File: config.mk
export PLATFORM = sky130hd
export DESIGN_NAME = alu_mul_seq
export DESIGN_NICKNAME = d
export VERILOG_FILES = /design/src/rtl/alu_seq_pkg.sv /design/src/rtl/alu_mul_seq_alu.sv /design/src/rtl/alu_mul_seq.sv
export SDC_FILE = /design/constraint.sdc
export NUM_CORES = 1
export LEC_CHECK = 0
export CAP_MARGIN = 20
export CELL_PAD_IN_SITES_DETAIL_PLACEMENT = 0
export CELL_PAD_IN_SITES_GLOBAL_PLACEMENT = 1
export CORE_MARGIN = 1
export CORE_UTILIZATION = 40
export CTS_CLUSTER_DIAMETER = 50
export DETAILED_ROUTE_END_ITERATION = 16
export DONT_BUFFER_PORTS = 1
export HOLD_SLACK_MARGIN = 0.1
export PLACE_DENSITY_LB_ADDON = 0.2
export SYNTH_ARGS = -nofsm -noshare
export SYNTH_HDL_FRONTEND = slang
export SYNTH_SLANG_ARGS = --single-unit
File: constraint.sdc
create_clock -name clk -period 4.2 [get_ports clk]
set_input_delay 0.42 -clock clk [delete_from_list [all_inputs] [get_ports clk]]
set_output_delay 0.42 -clock clk [all_outputs]
set_load 0.01 [all_outputs]
File: src/rtl/alu_seq_pkg.sv
// Shared types and constants for the ALU-sequenced multiplier.
// Holds the FSM state encoding, the ALU add control word and the iteration count.
package alu_seq_pkg;

    typedef enum logic [1:0] {
        ST_IDLE = 2'd0,
        ST_ADD  = 2'd1,
        ST_DBL  = 2'd2,
        ST_DONE = 2'd3
    } mul_state_t;

    // Control bits in zx,nx,zy,ny,f,no order; f=1 alone selects x+y.
    localparam logic [5:0] ALU_CTL_ADD = 6'b000010;

    localparam int MUL_STEPS = 16;
    localparam logic [3:0] CNT_LAST = 4'(MUL_STEPS - 1);

endpackage

File: src/rtl/alu_mul_seq_alu.sv
// Hack ALU: combinational 16-bit datapath selected by zx,nx,zy,ny,f,no.
// Zero latency, no flow control; zr/ng describe the unregistered result.
module alu_mul_seq_alu (
    input  logic [15:0] x,
    input  logic [15:0] y,
    input  logic        zx,
    input  logic        nx,
    input  logic        zy,
    input  logic        ny,
    input  logic        f,
    input  logic        no,
    output logic [15:0] out,
    output logic        zr,
    output logic        ng
);

    logic [15:0] x_z, x_n, y_z, y_n, f_out;

    always_comb begin
        x_z   = zx ? 16'h0000 : x;
        x_n   = nx ? ~x_z : x_z;
        y_z   = zy ? 16'h0000 : y;
        y_n   = ny ? ~y_z : y_z;
        f_out = f ? (x_n + y_n) : (x_n & y_n);
        out   = no ? ~f_out : f_out;
        zr    = (out == 16'h0000);
        ng    = out[15];
    end

endmodule

File: src/rtl/alu_mul_seq.sv
// Shift-and-add 16x16->16 multiplier sequencing one Hack ALU; start accepted only in IDLE/DONE.
// Latency 32 edges from start to done, or 2*(msb index of b + 1) with MUL_EARLY_EXIT_EN defined.
module alu_mul_seq
    import alu_seq_pkg::*;
(
    input  logic        clk,
    input  logic        reset,
    input  logic        start,
    input  logic [15:0] a,
    input  logic [15:0] b,
    output logic        busy,
    output logic        done,
    output logic [15:0] product,
    output logic        zr,
    output logic        ng
);

    mul_state_t  state;
    logic [15:0] acc;
    logic [15:0] mcand;
    logic [15:0] mplier;
    logic [3:0]  cnt;

    logic [15:0] alu_x;
    logic [15:0] alu_y;
    logic [5:0]  alu_ctl;
    logic [15:0] alu_out;
    logic        alu_zr_unused;
    logic        alu_ng_unused;
    logic        last_step;

    always_comb begin
        alu_ctl = ALU_CTL_ADD;
        alu_x   = 16'h0000;
        alu_y   = 16'h0000;
        case (state)
            ST_ADD: begin
                alu_x = acc;
                alu_y = mcand;
            end
            ST_DBL: begin
                alu_x = mcand;
                alu_y = mcand;
            end
            default: begin
                alu_x = 16'h0000;
                alu_y = 16'h0000;
            end
        endcase
    end

    // Early exit stops once no set multiplier bits remain above the one just consumed.
    always_comb begin
`ifdef MUL_EARLY_EXIT_EN
        last_step = (cnt == CNT_LAST) || (mplier[15:1] == 15'd0);
`else
        last_step = (cnt == CNT_LAST);
`endif
    end

    alu_mul_seq_alu u_alu (
        .x   (alu_x),
        .y   (alu_y),
        .zx  (alu_ctl[5]),
        .nx  (alu_ctl[4]),
        .zy  (alu_ctl[3]),
        .ny  (alu_ctl[2]),
        .f   (alu_ctl[1]),
        .no  (alu_ctl[0]),
        .out (alu_out),
        .zr  (alu_zr_unused),
        .ng  (alu_ng_unused)
    );

    // busy/done are registered alongside the state so they stay a pure decode of it.
    always_ff @(posedge clk) begin
        if (reset) begin
            state   <= ST_IDLE;
            acc     <= 16'h0000;
            mcand   <= 16'h0000;
            mplier  <= 16'h0000;
            cnt     <= 4'd0;
            product <= 16'h0000;
            zr      <= 1'b1;
            ng      <= 1'b0;
            busy    <= 1'b0;
            done    <= 1'b0;
        end else begin
            case (state)
                ST_IDLE, ST_DONE: begin
                    done <= 1'b0;
                    if (start) begin
                        acc    <= 16'h0000;
                        mcand  <= a;
                        mplier <= b;
                        cnt    <= 4'd0;
                        state  <= ST_ADD;
                        busy   <= 1'b1;
                    end else begin
                        state <= ST_IDLE;
                        busy  <= 1'b0;
                    end
                end
                ST_ADD: begin
                    if (mplier[0]) begin
                        acc <= alu_out;
                    end
                    state <= ST_DBL;
                end
                ST_DBL: begin
                    mcand  <= alu_out;
                    mplier <= {1'b0, mplier[15:1]};
                    cnt    <= cnt + 4'd1;
                    if (last_step) begin
                        state   <= ST_DONE;
                        product <= acc;
                        zr      <= (acc == 16'h0000);
                        ng      <= acc[15];
                        busy    <= 1'b0;
                        done    <= 1'b1;
                    end else begin
                        state <= ST_ADD;
                    end
                end
                default: begin
                    state <= ST_IDLE;
                    busy  <= 1'b0;
                    done  <= 1'b0;
                end
            endcase
        end
    end

endmodule

==> flow_metrics.py, run 1 <==
metrics = {
    "job": {
        "drv_cap": 0,
    },
    "synth": {
        "synthArstFlopShare_pct": 0,
        "yosys_warnings": 0,
        "synthCells": 520,
        "yosysUniqueCellTypes": 60,
        "synth_area_leaders": "dfxtp_1, mux2i_1, nand2_1",
        "yosys.area.top_type": "dfxtp_1",
        "synth-adder-area-share_pct": 6.16,
        "ys_ff_latch": 73,
        "synth_edf_count": 0,
        "synth_common_cells": "dfxtp_1, nand2_1, nor2_1",
        "yosysTopAreaCellShare_pct": 34.9,
        "syn_nets": 575,
        "synth.mux.area_fraction_pct": 5.98,
        "yosys.area_share.simple_pct": 21.8,
        "yosysMostFrequentCell": "dfxtp_1",
        "synth_xor_area_share_pct": 2.09,
        "synth_compound_area_share_pct": 24.4,
        "synth_area_per_cell_um2": 8.04,
        "yosys_most_used_dff": "dfxtp_1",
        "synth_top_family_by_area": "compound AO/OA/AOI/OAI gates",
        "ys_seq_area_share_pct": 34.9,
        "synth.cell_area_um2": 4180,
    },
    "critical_path": {
        "crit_path_max_fanout": 11,
        "cp-start-kind": "flip-flop",
        "reg2reg_depth": 12,
        "cp_top_family": "simple AND/OR/NAND/NOR gates",
        "end_kind": "flip-flop",
        "cp.depth": 12,
        "critPathBufInv": 2,
        "worstSetupPathType": "reg -> reg",
        "slowest_delay_ns": 0.51,
        "crit_slowest_cell": "nor2b_1",
        "worstPathRequired_ns": 4.44,
        "critPathArrivalTime_ns": 3.83,
        "path_cells": "inv_1 > ha_1 > nor2b_1 > buf_4 > a22o_1 > ha_1 > a21o_1 > and3_1 > o211ai_2 > nand2_1 > or3_1 > and3_1",
    },
    "timing": {
        "fmax_mhz": 278,
        "finalCritPeriodShare_pct": 85.6,
        "slew_headroom_pct": 38.3,
        "skew_ns": 0.00846,
        "setup-violations-final": 0,
        "worstMarginPinSlew_ns": 0.923,
        "rsz0062_at_grt": "no",
        "layout_min_cycle_time_ns": 3.60,
        "drv_slew": 0,
        "tns_ns": 0,
        "hold_viol": 0,
    },
    "routing": {
        "num_vias": 3669,
        "ant_nets": 0,
        "drtIter0Drc": 246,
        "via_per_inst": 5.71,
        "wl_per_cell_um": 17.7,
        "drc_errors": 0,
        "routed_wl_mm": 11.4,
        "firstDrtPassIters": 4,
    },
    "placed_design": {
        "place_congestion": 0.896,
        "post_dp_cell_area_um2": 4260,
        "dp_cells": 626,
        "io_buffers": 0,
        "dp_hpwl_mm": 8.30,
    },
    "global_routing": {
        "grt_max_degree": 68,
        "grt-ovfl-total": 0,
        "antenna_found_initial": 0,
        "first_global_vias": 3467,
        "grt_usage_pct": 21.4,
        "grt_pass1_wl_mm": 18.3,
    },
    "clocking": {
        "cts_sinks": 73,
        "clk_path_buf_depth": 2,
        "cts-root-buf": "clkbuf_8",
        "cts.htree.levels": 3,
        "cts_resized": 0,
        "cts_setup_buffers": 0,
        "clk_pin_slew_ns": 0.08,
        "ctsHoldBuffers": 0,
        "cts_tree": "yes",
        "clock_latency_ns": 0.35,
        "numCtsBuffers": 9,
    },
    "floorplan": {
        "ios": 55,
        "die_w_um": 104,
        "fp-row-count": 36,
        "dieHeight_um": 104,
        "core_um2": 9950,
        "start_util_pct": 42.0,
        "design.die.area_um2": 10900,
    },
    "worst_hold_path": {
        "hold_path_depth": 1,
        "hold_class": "in -> reg",
    },
    "outcome": {
        "status": "finished clean",
    },
    "layout": {
        "final_cell_area_um2": 4510,
        "nNetsFinal": 559,
        "antennaDiodeCount": 0,
        "fillers": 1035,
        "layout.cells.non_filler": 642,
        "final_util_pct": 45.3,
        "area_delta_synth_final_pct": 7.75,
        "layout-drive-gt1-share_pct": 6.29,
    },
    "power": {
        "power.density_nw_per_um2": 348,
        "ir_worst_vdd_uv": 170,
        "leakage_nw": 1.70,
    },
}
worst reg2reg max path, stage by stage, from the launching register on:
cell      delay, ns
dfxtp_1        0.32
inv_1          0.07
ha_1           0.33
nor2b_1        0.51
buf_4          0.29
a22o_1         0.21
ha_1           0.24
a21o_1         0.19
and3_1         0.22
o211ai_2       0.29
nand2_1        0.25
or3_1          0.40
and3_1         0.16
metrics by stage:
step | hold slack, ns | power [mW] | worst slack (ns)
2_1_floorplan | 0.440 | 0.880 | 0.819
3_3_place_gp | 0.458 | 0.907 | 0.582
3_5_place_dp | 0.460 | 0.911 | 0.593
4_1_cts | 0.131 | 1.59 | 0.569
5_1_grt | 0.128 | 1.64 | 0.387
6_report | 0.167 | 1.57 | 0.603
layout make-up:
class	instances	area, um^2	share of cell area (%)
Sequential cell	73	1460	32.4
Tap cell	133	166	3.69
Multi-Input combinational cell	401	2530	56.2
Inverter	10	37.5	0.833
Clock buffer	10	128	2.83
Timing Repair Buffer	9	67.6	1.50
Clock inverter	6	115	2.55
report_power, final:
group | switching [mW] | leakage, nW | internal (mW)
combinational | 0.0895 | 0.990 | 0.0593
clock | 0.276 | 0.117 | 0.398
sequential | 0.0238 | 0.596 | 0.721
per-layer routing:
metal | global-route usage, % | share of wire, %
met1 | 28.7 | 49
met2 | 35.3 | 46
met3 | 4.20 | 4.6
met4 | 5.00 | 1.1
met5 | 0 | 0
cell usage in the layout, fill, tap and decap left out, types with 5 or more instances in the layout:
cell,netlist,routed
nor3_1,7,7
mux2i_1,25,25
a22o_1,20,20
buf_4,1,9
ha_1,19,18
a211oi_1,20,20
inv_1,10,10
o21ai_0,15,15
a21o_1,5,5
a31oi_1,9,9
a21oi_1,46,46
nor2b_1,21,21
clkbuf_8,0,9
nand3_1,13,13
nor2_1,60,60
xor2_1,6,6
dfxtp_1,73,73
nand2_1,66,66
nand2b_1,7,7
logic make-up (layout without fill, tap and decap cells):
| group | Yosys count | count (layout) |
|---|---|---|
| buffers and inverters | 46 | 35 |
| multiplexers | 25 | 25 |
| XOR/XNOR | 10 | 10 |
| AO/OA/AOI/OAI | 148 | 148 |
| flip-flops | 73 | 73 |
| AND/OR/NAND/NOR | 198 | 198 |
| adder cells (fa/ha/maj) | 20 | 20 |
registers in the layout, summed over array words and instances, names as in the netlist:
| signal | count |
|---|---|
| acc | 16 |
| mcand | 16 |
| mplier | 16 |
| product | 16 |
| cnt | 4 |
| state | 2 |
| busy | 1 |
| done | 1 |
| zr | 1 |
worst paths after layout:
check	from	to	slack, ns
worst max-delay path	state[1]	mcand[11]	0.60
worst max register to register	state[1]	mcand[11]	0.60
worst min-delay path	reset	cnt[0]	0.17
worst min register to register	mcand[4]	mcand[4]	0.47
No activity file was read; power rests on OpenSTA's default activity.
==> inputs of run 2 (changes only) <==
- clock period: 4.2 -> 3.6 ns (I/O delays scaled with it)
==> run 2 against run 1 <==
Effect of this change:
- combinational power up 27%
- sequential share of layout area shrank 0.29 points
- largest cell class unchanged
- cell count grew 0.47%
- die area stayed put
- global-route usage is 0.15 points lower
- register-to-register slack got worse by 0.28 ns
- highest routed layer unchanged
- power increased by 15%
- via count fell by 1.2%
- clock-buffer cell count rose by 2
- clock skew down 0.0027 ns
- utilization grew 0.40 points
- design area grew 0.89%
==> flow_metrics.py, run 2 (same netlist as run 1, synthesis figures left out) <==
metrics = {
    "outcome": {
        "status": "finished clean",
    },
    "global_routing": {
        "antenna_found_initial": 0,
        "first_global_vias": 3412,
        "grt-ovfl-total": 0,
        "grt_pass1_wl_mm": 18.3,
        "grt_max_degree": 54,
        "grt_usage_pct": 21.3,
    },
    "clocking": {
        "clock_latency_ns": 0.34,
        "clk_path_buf_depth": 2,
        "cts_sinks": 73,
        "clk_pin_slew_ns": 0.08,
        "numCtsBuffers": 9,
        "cts-root-buf": "clkbuf_8",
        "cts_setup_buffers": 0,
        "cts_tree": "yes",
        "cts.htree.levels": 3,
    },
    "timing": {
        "skew_ns": 0.00572,
        "fmax_mhz": 305,
        "rsz0062_at_grt": "no",
        "layout_min_cycle_time_ns": 3.28,
        "drv_slew": 0,
        "hold_viol": 0,
        "slew_headroom_pct": 37.9,
        "worstMarginPinSlew_ns": 0.928,
        "finalCritPeriodShare_pct": 91.0,
        "setup-violations-final": 0,
    },
    "placed_design": {
        "place_congestion": 0.917,
        "dp_hpwl_mm": 7.89,
        "post_dp_cell_area_um2": 4270,
        "io_buffers": 0,
    },
    "routing": {
        "drtIter0Drc": 220,
        "wl_per_cell_um": 17.5,
        "routed_wl_mm": 11.3,
        "num_vias": 3626,
        "firstDrtPassIters": 4,
        "drc_errors": 0,
        "via_per_inst": 5.62,
        "ant_nets": 0,
    },
    "power": {
        "leakage_nw": 1.72,
        "ir_worst_vdd_uv": 208,
        "power_mw": 1.80,
        "power.density_nw_per_um2": 396,
    },
    "floorplan": {
        "ios": 55,
        "die_w_um": 104,
        "dieHeight_um": 104,
        "design.die.area_um2": 10900,
        "fp-row-count": 36,
        "start_util_pct": 42.0,
        "core_um2": 9950,
    },
    "layout": {
        "final_cell_area_um2": 4550,
        "nNetsFinal": 562,
        "fillers": 986,
        "final_util_pct": 45.7,
        "layout_commonest_cell": "dfxtp_1",
        "area_delta_synth_final_pct": 8.71,
        "layout-drive-gt1-share_pct": 6.84,
        "multi_input_area_um2": 2540,
        "final_cell_mix": "dfxtp_1, nand2_1, nor2_1",
        "antennaDiodeCount": 0,
        "seq_area_um2": 1460,
    },
    "critical_path": {
        "cp-startpoint": "state[0]",
        "reg2reg_depth": 12,
        "cp_top_family": "adder cells",
        "crit_slowest_cell": "buf_4",
        "crit_path_max_fanout": 39,
        "cp-start-kind": "flip-flop",
        "critPathArrivalTime_ns": 3.48,
        "worstPathRequired_ns": 3.80,
        "worstSetupPathType": "reg -> reg",
        "reg2reg_from": "state[0]",
        "r2r_slack_ns": 0.32,
        "slowest_delay_ns": 0.40,
        "cp-endpoint": "mcand[10]",
        "end_kind": "flip-flop",
        "critPathBufInv": 2,
        "path_cells": "inv_1 > ha_2 > buf_4 > nor2b_1 > ha_1 > fa_1 > a21o_1 > a21oi_1 > nor2_1 > a41oi_1 > xor2_1 > a31oi_1",
        "cp.depth": 12,
        "reg2reg_to": "mcand[10]",
    },
    "worst_hold_path": {
        "hold_class": "in -> reg",
    },
    "job": {
        "drv_cap": 0,
    },
}
## run 2: timing repair
action,in CTS,in global routing
endpoints found under the setup margin,13,3
endpoints found under the hold margin,53,1
gates resized for setup,1,1
hold buffers,1,1
## run 2: final cells by class
class	count	share of cell area (%)
multi-input combinational	401	55.8
clock inverter	4	1.65
timing repair buffer	12	2.48
sequential	73	32.1
inverter	10	0.826
tap	133	3.66
clock buffer	12	3.41
## run 2: worst min-delay path by stage
stage | from | end | slack [ns] | depth (start not counted)
4_1_cts | reset | mcand[14] | 0.10 | 1
6_report | reset | mcand[14] | 0.13 | 1
3_3_place_gp | reset | cnt[0] | 0.45 | 1
2_1_floorplan | mcand[3] | mcand[3] | 0.44 | 2
5_1_grt | reset | mcand[14] | 0.12 | 1
3_5_place_dp | reset | product[14] | 0.44 | 1
## run 2: metrics by stage
step | worst slack [ns] | hold slack (ns) | setup TNS (ns) | std cells
after floorplan | 0.219 | 0.440 | 0 | 520
after global placement | -0.0998 | 0.447 | -0.408 | 627
after detailed placement | -0.171 | 0.439 | -0.890 | 627
after CTS | 0.182 | 0.102 | 0 | 644
after global routing | 0.0441 | 0.120 | 0 | 645
final | 0.323 | 0.129 | 0 | 645
## run 2: power breakdown
| group | total (mW) | internal, mW | switching, mW |
|---|---|---|---|
| sequential | 0.870 | 0.841 | 0.0290 |
| clock | 0.739 | 0.429 | 0.310 |
| combinational | 0.189 | 0.0745 | 0.115 |
## run 2: per-layer routing
layer / GRT usage (%) / vias to the layer above / routed length (um)
met3: 5.45 / 2 / 714
met1: 29.6 / 1666 / 5550
met2: 32.4 / 114 / 4990
met4: 5.61 / 0 / 34
met5: 0 / - / 0
li1: - / 1844 / -
==> inputs of run 3 (changes only) <==
- GPL_ROUTABILITY_DRIVEN: default -> 1
==> results of run 3 <==
Same layout as run 2: the final DEF is identical, and so are final timing and power.
